===== config.mk =====
export PLATFORM = sky130hd
export DESIGN_NAME = keypad_matrix_scan
export DESIGN_NICKNAME = d
export VERILOG_FILES = /design/src/rtl/key_scan_pkg.sv /design/src/rtl/key_row_sync.sv /design/src/rtl/keypad_matrix_scan.sv
export SDC_FILE = /design/constraint.sdc
export NUM_CORES = 1
export LEC_CHECK = 0
export CORE_MARGIN = 2
export CORE_UTILIZATION = 50
export CTS_BUF_LIST = sky130_fd_sc_hd__clkbuf_2 sky130_fd_sc_hd__clkbuf_4 sky130_fd_sc_hd__clkbuf_8
export DETAILED_ROUTE_END_ITERATION = 8
export DONT_BUFFER_PORTS = 1
export PLACE_DENSITY = 0.68
export SLEW_MARGIN = 20
export SYNTH_ARGS = -nofsm -noshare
export SYNTH_HDL_FRONTEND = slang
export SYNTH_HIERARCHICAL = 1
export SYNTH_SLANG_ARGS = --single-unit

===== constraint.sdc =====
create_clock -name clk -period 6.49 [get_ports clk]
set_input_delay 0.649 -clock clk [delete_from_list [all_inputs] [get_ports clk]]
set_output_delay 0.649 -clock clk [all_outputs]
set_load 0.005 [all_outputs]

===== src/rtl/key_scan_pkg.sv =====
// Shared types and constants for the keypad scan path: FSM states,
// idle patterns and the row-priority helper used when forming a key code.
package key_scan_pkg;

   typedef enum logic [1:0] {
      SCAN      = 2'd0,
      PRESS_DEB = 2'd1,
      HELD      = 2'd2,
      REL_DEB   = 2'd3
   } key_state_e;

   localparam logic [4:0] KEY_NONE = 5'd16;
   localparam logic [3:0] COL_IDLE = 4'b1111;

   // Lowest row index pulled low in an active-low pattern; row 0 wins ties.
   function automatic logic [1:0] lowest_row(input logic [3:0] pat);
      logic [1:0] idx;
      idx = 2'd0;
      for (int r = 3; r >= 0; r--) begin
         if (!pat[r]) idx = 2'(r);
      end
      return idx;
   endfunction

endpackage


===== src/rtl/key_row_sync.sv =====
// Two-flop synchronizer for the four asynchronous keypad row lines.
// Resets to all-ones so an idle keypad is seen immediately after reset.
module key_row_sync
   import key_scan_pkg::*;
(
   input  logic       clk,
   input  logic       rst,
   input  logic [3:0] d,
   output logic [3:0] q
);

   logic [3:0] meta;

   always_ff @(posedge clk or posedge rst) begin
      if (rst) begin
         meta <= COL_IDLE;
         q    <= COL_IDLE;
      end else begin
         meta <= d;
         q    <= meta;
      end
   end

endmodule


===== src/rtl/keypad_matrix_scan.sv =====
// 4x4 active-low keypad scanner with press/release debounce. Emits the
// accepted key as key_code with a one-cycle key_valid; state is exported for observation.
module keypad_matrix_scan
   import key_scan_pkg::*;
#(
   parameter int SCAN_CYCLES = 50_000,
   parameter int DEB_CYCLES  = 1_000_000
) (
   input  logic       clk,
   input  logic       rst,
   input  logic [3:0] row,
   output logic [3:0] col,
   output logic [3:0] key_code,
   output logic       key_valid,
   output logic       key_down,
   output key_state_e state
);

   localparam int SCAN_W = $clog2(SCAN_CYCLES);
   localparam int DEB_W  = $clog2(DEB_CYCLES);

   localparam logic [SCAN_W-1:0] SCAN_LAST   = SCAN_W'(SCAN_CYCLES - 1);
   localparam logic [SCAN_W-1:0] SCAN_SETTLE = SCAN_W'(2);
   localparam logic [DEB_W-1:0]  DEB_LAST    = DEB_W'(DEB_CYCLES - 1);

   logic [3:0]        row_s;
   logic [SCAN_W-1:0] scan_cnt, scan_cnt_nxt;
   logic [DEB_W-1:0]  deb_cnt, deb_cnt_nxt;
   logic [1:0]        col_idx, col_idx_nxt;
   logic [3:0]        pat, pat_nxt;
   logic [3:0]        col_nxt;
   logic [3:0]        key_code_nxt;
   logic              key_valid_nxt;
   logic              key_down_nxt;
   key_state_e        state_nxt;
   logic              rows_idle;

   key_row_sync u_row_sync (
      .clk (clk),
      .rst (rst),
      .d   (row),
      .q   (row_s)
   );

   assign rows_idle = (row_s == COL_IDLE);

   always_ff @(posedge clk or posedge rst) begin
      if (rst) begin
         state     <= SCAN;
         scan_cnt  <= '0;
         deb_cnt   <= '0;
         col_idx   <= 2'd0;
         pat       <= COL_IDLE;
         col       <= 4'b1110;
         key_code  <= 4'd0;
         key_valid <= 1'b0;
         key_down  <= 1'b0;
      end else begin
         state     <= state_nxt;
         scan_cnt  <= scan_cnt_nxt;
         deb_cnt   <= deb_cnt_nxt;
         col_idx   <= col_idx_nxt;
         pat       <= pat_nxt;
         col       <= col_nxt;
         key_code  <= key_code_nxt;
         key_valid <= key_valid_nxt;
         key_down  <= key_down_nxt;
      end
   end

   always_comb begin
      state_nxt     = state;
      scan_cnt_nxt  = scan_cnt;
      deb_cnt_nxt   = deb_cnt;
      col_idx_nxt   = col_idx;
      pat_nxt       = pat;
      key_code_nxt  = key_code;
      key_valid_nxt = 1'b0;
      key_down_nxt  = key_down;

      case (state)
         SCAN: begin
            // The first two counts after a column change still carry rows
            // sampled under the previous column, so they are not trusted.
            if (!rows_idle && (scan_cnt >= SCAN_SETTLE)) begin
               pat_nxt     = row_s;
               deb_cnt_nxt = '0;
               state_nxt   = PRESS_DEB;
            end else if (scan_cnt == SCAN_LAST) begin
               scan_cnt_nxt = '0;
               col_idx_nxt  = col_idx + 2'd1;
            end else begin
               scan_cnt_nxt = scan_cnt + 1'b1;
            end
         end

         PRESS_DEB: begin
            if (rows_idle) begin
               scan_cnt_nxt = '0;
               state_nxt    = SCAN;
            end else if (row_s != pat) begin
               pat_nxt     = row_s;
               deb_cnt_nxt = '0;
            end else if (deb_cnt == DEB_LAST) begin
               key_code_nxt  = {lowest_row(pat), col_idx};
               key_valid_nxt = 1'b1;
               key_down_nxt  = 1'b1;
               state_nxt     = HELD;
            end else begin
               deb_cnt_nxt = deb_cnt + 1'b1;
            end
         end

         HELD: begin
            if (rows_idle) begin
               deb_cnt_nxt = '0;
               state_nxt   = REL_DEB;
            end
         end

         REL_DEB: begin
            if (!rows_idle) begin
               deb_cnt_nxt = '0;
               state_nxt   = HELD;
            end else if (deb_cnt == DEB_LAST) begin
               key_down_nxt = 1'b0;
               scan_cnt_nxt = '0;
               state_nxt    = SCAN;
            end else begin
               deb_cnt_nxt = deb_cnt + 1'b1;
            end
         end

         default: begin
            scan_cnt_nxt = '0;
            state_nxt    = SCAN;
         end
      endcase

      col_nxt = ~(4'b0001 << col_idx_nxt);
   end

endmodule

# == Yosys cells after proc, flatten, opt, wreduce, memory -nomap -nowiden ==
# Cells that the tools add are included.
# word_totals
register_bits,62
latchBits,0
mem_bits_rw,0
romBits,0
input_bits,6
output_inout_bits,12
elab_cells,93
memories,0
# classes
addsub,3
mul,0
div_mod_pow,0
order_cmp,1
eq_ne,20
shift,1
n_mux,42
n_bitwise,3
reduce_logical,12
# ops
cell,count
$mux 20,6
$mux 16,5
$pmux 20 s4,1
$pmux 16 s3,1
$mux 2,14
$add 20x1->20 const B,1
$eq 20x20->1 const B,1
$ne 2x2->1 const B,10
$add 16x1->16 const B,1
$eq 16x16->1 const B,1
$ge 16x2->1 const B,1
$mux 4,3
$reduce_and 5->1,2
$mux 1,9
$ne 3x3->1 const B,3
$pmux 2 s4,1
$pmux 4 s2,1
$reduce_and 4->1,2
$reduce_and 6->1,1
$eq 2x2->1 const B,2
$eq 4x4->1 const B,1
$ne 4x4->1,1
$not 4->4,1
$reduce_bool 2->1,2
other kinds (10),11

# == Longest topological paths before layout ==
# Gate-level depths: netlist of the first run.
# logic_depth
ltp_word,7
mapped_depth,10
mapped_depth_nobuf,7

# == By module ==
# The synthesis of the first run kept the hierarchy.
# by_module_without_submodules
module,n_inst,cells_per_inst,area_each_um2,seq_area_each_um2
keypad_matrix_scan,1,338,3286.9,1360.1
key_row_sync,1,9,214.0,210.2

# == Worst setup path after synthesis of the first run ==
# No wires, ideal clock.
# synth_timing
path_type,register -> register
startpoint,reg deb_cnt[0]
endpoint,reg deb_cnt[13]
setup_ns,0.089
arrival_time_ns,2.115
t_required_ns,6.401
slack_ns,4.286
path_stages_with_launch,9
path_buffers,2
period_less_slack_ns,2.204
path_cell_list,dfrtp_1 > ha_1 > and4_1 > and2_1 > clkbuf_1 > and2_1 > clkbuf_2 > or4_1 > a211oi_2
# synth_via
elab_chain_cells,5
elab_cells_between_ends,7
cone_classes,add/sub (1); eq/ne (1); mux (5)
# synth_rtl
item,line_no,source
"start, declared",keypad_matrix_scan.sv:28,"logic [DEB_W-1:0] deb_cnt, deb_cnt_nxt;"
"start signal, assigned",keypad_matrix_scan.sv:61,deb_cnt <= deb_cnt_nxt;
$add 20x1->20 / $eq 20x20->1 (equally long branches),n/a,
$mux 20 (*),"keypad_matrix_scan.sv:104, keypad_matrix_scan.sv:125",
$mux 20,keypad_matrix_scan.sv:101,end else if (row_s != pat) begin
$mux 20,keypad_matrix_scan.sv:98,if (rows_idle) begin
$pmux 20 s4 (*),keypad_matrix_scan.sv:81,case (state)
# Every way passes the cells marked *; elsewhere a longest branch is shown, timed or not. The select of a mux whose other input is x is not followed.
# A chain may end at the register's enable or synchronous reset.

# == Worst setup path after layout of the first run ==
# layout_timing
startpoint,reg scan_cnt[6]
endpoint,reg deb_cnt[9]
# layout_via
elab_chain_cells,4
# layout_rtl
item,line_no,source
"start, declared",keypad_matrix_scan.sv:27,"logic [SCAN_W-1:0] scan_cnt, scan_cnt_nxt;"
"start signal, assigned",keypad_matrix_scan.sv:60,scan_cnt <= scan_cnt_nxt;
$ge 16x2->1,keypad_matrix_scan.sv:85,if (!rows_idle && (scan_cnt >= SCAN_SETTLE)) begin
$logic_and 1x1->1,keypad_matrix_scan.sv:85,
$ne 2x2->1 (no line),n/a,
$reduce_and 3->1 (no line),n/a,
# Every way passes these cells.

==> flow_summary.yaml, run 1 <==
status:
  result_of_the_run: "completed"
sta:
  worst_slew_margin_rel_pct: 35.69
  slew_violations: 0
  period_share_pct: 40.59
  fin_setup_tns_ns: 0
  final.setup_skew_ns: 0.02028
  post-route-min-period_ns: 2.634
  finalSetupViolations: 0
  finalHoldViolCount: 0
  post-route-worst-setup-slack_ns: 3.856
  rsz_0062_raised_after_global_routing: "false"
  achievable-frequency_ghz: 0.3796
  worst_pin_slew_ns: 0.9646
synth:
  mappedNetlistNets: 356
  post_synth_main_area_contributors: "sky130_fd_sc_hd__dfrtp_1, sky130_fd_sc_hd__dfstp_2, sky130_fd_sc_hd__a211oi_2, sky130_fd_sc_hd__nand3_1, sky130_fd_sc_hd__nand4_1"
  synthMuxAreaShare_pct: 3.896
  synth_compound_gate_area_share_pct: 21.80
  syn-instance-count: 347
  synthSimpleGateAreaFrac_pct: 21.69
  ys.flop_type: "sky130_fd_sc_hd__dfrtp_1"
  synth_enable_flop_cells: 0
  post_synth_instance_area_um2: 3501
  synth_cell_type_count: 67
  synth-adder-area-share_pct: 1.072
  synth_top_area_share_pct: 33.60
  synth_top_family_by_area: "compound AO/OA/AOI/OAI gates"
  async_reset_ff_share_pct: 100.0
  syn-mean-instance-area_um2: 10.09
  synth_seq_area_share_pct: 44.85
  synth_seq_cells: 62
  post_synth_xor_area_fraction_pct: 1.501
  yosys_warnings: 6
  synth_area_leader_cell: "sky130_fd_sc_hd__dfrtp_1"
critical_path:
  rr_startpoint: "scan_cnt[6]$_DFFE_PP0P_"
  cp_cell_sequence: "or4_4, o31ai_2, and3_1, o41ai_1, a211oi_2"
  crit_path_max_fanout: 27
  timing.critical_path.slowest_cell_delay_ns: 0.83
  worst_ep_required_ns: 6.74
  path_buf_inv: 0
  crit_path_start: "scan_cnt[6]$_DFFE_PP0P_"
  reg2reg_slack_ns: 3.86
  critical_path_sink_type: "flip-flop"
  timing_worst_setup_path_type: "reg -> reg"
  cp_top_family: "simple AND/OR/NAND/NOR gates"
  rr_worst_depth: 5
  startpoint_type: "flip-flop"
  worst_ep_arrival_time_ns: 2.89
  critical_path.slowest_cell: "sky130_fd_sc_hd__and3_1"
  worstReg2RegEnd: "deb_cnt[9]$_DFFE_PP0P_"
place:
  port_buffers: 0
  routabilityCongestion: 0.8677
  dp_hpwl_um: 4912
  place_area_um2: 3523
  pre_cts_slack_ns: 3.899
floorplanning:
  core_um2: 6794
  num_io_pins: 18
  count_of_standard_cell_rows: 30
  dieArea_um2: 7687
  initial_utilization_pct: 51.53
  die-height_um: 87.68
  die_x_um: 87.68
clock_network:
  cts_htree_levels: 3
  clk_root_buffer_cell: "sky130_fd_sc_hd__clkbuf_8"
  post_cts_resize_count: 0
  cts_hold_buf: 0
  cts.clk_slew.worst_paths_ns: 0.07
  cts_num_sinks: 62
  cts_inserted_buffers: 9
  clock_path_buffers: 2
  cts.repair_timing.setup_buffer_count: 0
  worstSkewPairLatency_ns: 0.35
  tritoncts_clock_tree: "built"
layout:
  antenna-diode-count: 0
  synthToLayoutAreaGrowth_pct: 6.469
  final_core_utilization_pct: 54.86
  post_route_cells_drive_above_1_share_pct: 20.87
  fin_nets: 349
  final_area_um2: 3727
worst_hold_path:
  hold_class: "in -> reg"
  timing.hold.worst_path_depth: 0
  whs_endpoint: "u_row_sync/meta[1]$_DFF_PP1_"
  hold_path_startpoint: "row[1]"
power:
  power_mw: 1.146
  cellPowerDensity_nw_per_um2: 307.5
  power.static_leakage_nw: 1.461
  vdd_ir_drop_max_mv: 0.1376
detailed_routing:
  dr.first_iter.drc_count: 253
  detailedRoute.firstPassIterationCount: 4
  vias: 2711
  viasPerCell: 6.147
  route.final.wire_length_um: 7294
  detail_route.drc_violations: 0
  average_routed_wire_per_standard_cell_um: 16.54
  ant_nets: 0
grt:
  grt_antenna_before_repair: 0
  first_global_vias: 2478
  grt-ovfl-total: 0
  global_route.usage.total_pct: 20.19
  first_pass_grt_wire_length_um: 12200
  pin_count_of_the_biggest_net_entering_global_routing: 55
job:
  drv.max_cap_violation_count: 0
[flip-flops by register name (all words and copies together), names as in the netlist, named ones only]
name,count
deb_cnt,20
scan_cnt,16
col,4
key_code,4
pat,4
u_row_sync/meta,4
u_row_sync/q,4
col_idx,2
key_down,1
key_valid,1
state,1
[cell usage after synthesis, drive strengths merged, types with 6 or more instances]
cell / instances
o22ai: 13
a21oi: 13
a22o: 9
dfrtp: 47
nor4: 7
buf: 10
nand3: 23
dfstp: 15
mux2: 9
and3: 8
nand4: 13
a31oi: 6
inv: 16
nor3: 7
nand2: 19
or4: 6
or3: 12
clkbuf: 10
o21ai: 18
nor2: 12
a211oi: 13
[area by class of cell]
cell class              count  area [um2]
clock buffers              11       145.1
clock inverters             5       58.81
fillers                   595        3067
inverters                  16       60.06
multi-input cells         249        1758
flip-flops and latches     62        1570
well taps                  96       120.1
repair buffers              2       15.01
[where the power goes]
group	internal [mW]	switching (mW)	leakage, nW
clock network	0.193	0.157	0.0994
registers	0.426	0.0541	0.809
logic	0.126	0.191	0.553
total	0.745	0.401	1.46
[placed cells by master, fill, tap and decap left out, types with 9 or more instances in the layout]
master,instances
sky130_fd_sc_hd__dfrtp_1,47
sky130_fd_sc_hd__nand3_1,23
sky130_fd_sc_hd__nand2_1,19
sky130_fd_sc_hd__inv_1,15
sky130_fd_sc_hd__dfstp_2,15
sky130_fd_sc_hd__nand4_1,13
sky130_fd_sc_hd__o22ai_1,13
sky130_fd_sc_hd__a21oi_1,13
sky130_fd_sc_hd__or3_1,11
sky130_fd_sc_hd__nor2_1,10
sky130_fd_sc_hd__o21ai_1,10
sky130_fd_sc_hd__a211oi_2,10
sky130_fd_sc_hd__clkbuf_8,10
sky130_fd_sc_hd__a22o_1,9
[kinds of logic (layout without fill, tap and decap cells)]
logic type	Yosys count	after routing
buffers and inverters	36	34
adders and majority gates	3	3
AOI/OAI and AO/OA	99	99
xor gates and xnor gates	6	6
DFF	62	62
muxes	11	11
and+or+nand+nor	130	130
[worst max-delay path by stage]
stage	endpoint	slack, ns	cells after the start
global route	deb_cnt[9]$_DFFE_PP0P_	3.70	5
detailed placement	deb_cnt[15]$_DFFE_PP0P_	3.90	5
global placement	scan_cnt[7]$_DFFE_PP0P_	3.80	4
CTS	deb_cnt[9]$_DFFE_PP0P_	3.88	5
finish	deb_cnt[9]$_DFFE_PP0P_	3.86	5
floorplan	deb_cnt[13]$_DFFE_PP0P_	4.29	8
[stage by stage]
| step | std cells | hold WS [ns] |
|---|---|---|
| after floorplan | 347 | 0.3452 |
| after global placement | 425 | 0.3467 |
| after detailed placement | 425 | 0.3472 |
| after CTS | 441 | 0.2935 |
| after global routing | 441 | 0.2802 |
| final | 441 | 0.3043 |
[routing by layer]
layer | track usage, % | up-vias | wire [um]
li1 | - | 1318 | -
met1 | 27.90 | 1325 | 3449
met2 | 31.27 | 60 | 3434
met3 | 5.844 | 8 | 348
met4 | 5.315 | 0 | 61
met5 | 0 | - | 0
Note: power is estimated with default switching activity, not from simulation.
==> inputs of run 2 (changes only) <==
- PLACE_DENSITY: 0.68 -> 0.71
- clock period: 6.49 -> 2.14 ns (I/O delays scaled with it)
==> run 2 against run 1 <==
Compared with the run above:
- the flow now finishes with violations (negative setup slack)
- core utilization increased by 10 points
- global-route usage increased by 2.8 points
- via count increased by 14%
- cell count increased by 16%
- highest routed layer unchanged
- sequential share of layout area decreased by 6.7 points
- maximum frequency increased by 22%
- first-iteration DRC count decreased by 5.9%
- worst hold slack improved by 0.0092 ns
- largest cell class unchanged
- combinational power increased to 5.0 times the previous value
- die area unchanged
- flip-flop and latch count unchanged
- wire length increased by 18%
==> flow_summary.yaml, run 2 (synthesized netlist as in run 1, its figures left out) <==
status:
  result_of_the_run: "complete, but fails checks"
  failed_checks: "negative setup slack"
floorplanning:
  count_of_standard_cell_rows: 30
  die_x_um: 87.68
  dieArea_um2: 7687
  num_io_pins: 18
  core_um2: 6794
  die-height_um: 87.68
  initial_utilization_pct: 51.53
detailed_routing:
  dr.first_iter.drc_count: 238
  average_routed_wire_per_standard_cell_um: 16.88
  vias: 3088
  route.final.wire_length_um: 8609
  detailedRoute.firstPassIterationCount: 5
  ant_nets: 0
  viasPerCell: 6.055
  detail_route.drc_violations: 0
clock_network:
  clock_path_buffers: 2
  cts_inserted_buffers: 9
  cts.clk_slew.worst_paths_ns: 0.07
  cts_num_sinks: 62
  tritoncts_clock_tree: "built"
  clk_root_buffer_cell: "sky130_fd_sc_hd__clkbuf_8"
  worstSkewPairLatency_ns: 0.35
  cts_htree_levels: 3
layout:
  most-common-layout-cells: "sky130_fd_sc_hd__buf_4, sky130_fd_sc_hd__dfrtp_1, sky130_fd_sc_hd__nand3_1"
  layout.cells.most_common: "sky130_fd_sc_hd__buf_4"
  post_route_cells_drive_above_1_share_pct: 35.75
  final_area_um2: 4429
  antenna-diode-count: 0
  final_core_utilization_pct: 65.19
  largest_register: "deb_cnt"
  largest_register_ffs: 20
  top_regs: "deb_cnt (20), scan_cnt (16)"
  fin_nets: 418
  synthToLayoutAreaGrowth_pct: 26.52
power:
  cellPowerDensity_nw_per_um2: 926.8
  power_mw: 4.105
  vdd_ir_drop_max_mv: 0.5250
  power.static_leakage_nw: 1.855
critical_path:
  worst_ep_arrival_time_ns: 2.43
  crit_path_max_fanout: 4
  crit_path_start: "scan_cnt[6]$_DFFE_PP0P_"
  worst_ep_required_ns: 2.41
  timing_worst_setup_path_type: "reg -> reg"
  critical_path_sink_type: "flip-flop"
  startpoint_type: "flip-flop"
  rr_startpoint: "scan_cnt[6]$_DFFE_PP0P_"
sta:
  finalHoldViolCount: 0
  post-route-min-period_ns: 2.157
  achievable-frequency_ghz: 0.4636
  rsz_0062_raised_after_global_routing: "true"
  slew_violations: 0
  worst_slew_margin_rel_pct: 50.30
  post-route-worst-setup-slack_ns: -0.01708
  finalSetupViolations: 4
  final.setup_skew_ns: 0.01216
  worst_pin_slew_ns: 0.7447
  period_share_pct: 100.8
grt:
  global_route.usage.total_pct: 22.99
  first_pass_grt_wire_length_um: 13620
  grt-ovfl-total: 0
  pin_count_of_the_biggest_net_entering_global_routing: 28
  first_global_vias: 2916
  grt_antenna_before_repair: 0
place:
  dp_hpwl_um: 5756
  place_area_um2: 3923
  port_buffers: 0
  routabilityCongestion: 0.9232
worst_hold_path:
  hold_class: "in -> async"
job:
  drv.max_cap_violation_count: 0
==> run 2: changes by cell type in the layout (fill, tap and decap cells not counted), moves of 3 or more <==
cell,delta
sky130_fd_sc_hd__buf_4,+56
sky130_fd_sc_hd__dlygate4sd3_1,+5
sky130_fd_sc_hd__buf_12,+3
sky130_fd_sc_hd__buf_6,+3
==> run 2: area by class of cell <==
class,instances,area [um2]
multi-input combinational,250,1857
inverter,16,60.06
sequential,62,1570
clock buffer,10,131.4
tap,96,120.1
fill,510,2365
clock inverter,6,86.33
timing repair buffer,70,604.3
==> run 2: stage by stage <==
stage | hold slack [ns] | setup TNS, ns | setup WS (ns) | cells
after floorplan | 0.2185 | -0.04267 | -0.009344 | 347
after global placement | 0.08969 | 0 | 0.03332 | 474
after detailed placement | 0.09661 | -0.0004425 | -0.0004425 | 474
after CTS | 0.3234 | -0.01671 | -0.01671 | 495
after global routing | 0.3531 | -0.3281 | -0.04862 | 510
final | 0.3135 | -0.05627 | -0.01708 | 510
==> run 2: power breakdown <==
part / total [mW] / internal [mW] / switching [mW]
Clock: 1.12 / 0.666 / 0.454
Combinational: 1.58 / 0.774 / 0.807
Sequential: 1.40 / 1.29 / 0.110
Total: 4.11 / 2.73 / 1.37
==> run 2: final timing paths <==
path	endpoint	slack (ns)	cells past startpoint
min in group clk	u_row_sync/q[2]$_DFF_PP1_	0.35	0
worst max register to register	pat[3]$_DFFE_PP1P_	-0.02	5
worst min register to register	u_row_sync/q[2]$_DFF_PP1_	0.35	0
max in group asynchronous	col[3]$_DFF_PP1_	1.18	3
worst max-delay path	pat[3]$_DFFE_PP1P_	-0.02	5
worst min-delay path	deb_cnt[2]$_DFFE_PP0P_	0.31	2
==> run 2: repair_timing <==
action / in CTS / in global routing
resized for setup: 2 / 22
endpoints found under the setup margin: 5 / 32
hold buffers: 5 / 0
pin swaps: 0 / 13
gates cloned: 0 / 2
hold endpoints to repair: 23 / 0
buffers inserted: 0 / 13
==> run 2: critical path, stage by stage (launching register included) <==
cell                       delay (ns)
sky130_fd_sc_hd__dfrtp_1         0.38
sky130_fd_sc_hd__or4_4           0.57
sky130_fd_sc_hd__or3_4           0.41
sky130_fd_sc_hd__o311ai_4        0.27
sky130_fd_sc_hd__buf_6           0.16
sky130_fd_sc_hd__mux2_4          0.30
==> run 2: metal layers <==
layer / global-route usage (%) / wire (um) / vias up
met2: 36.16 / 4329 / 95
met5: 0 / 0 / -
met1: 30.20 / 3737 / 1520
met4: 8.671 / 127 / 0
li1: - / - / 1461
met3: 6.598 / 416 / 12
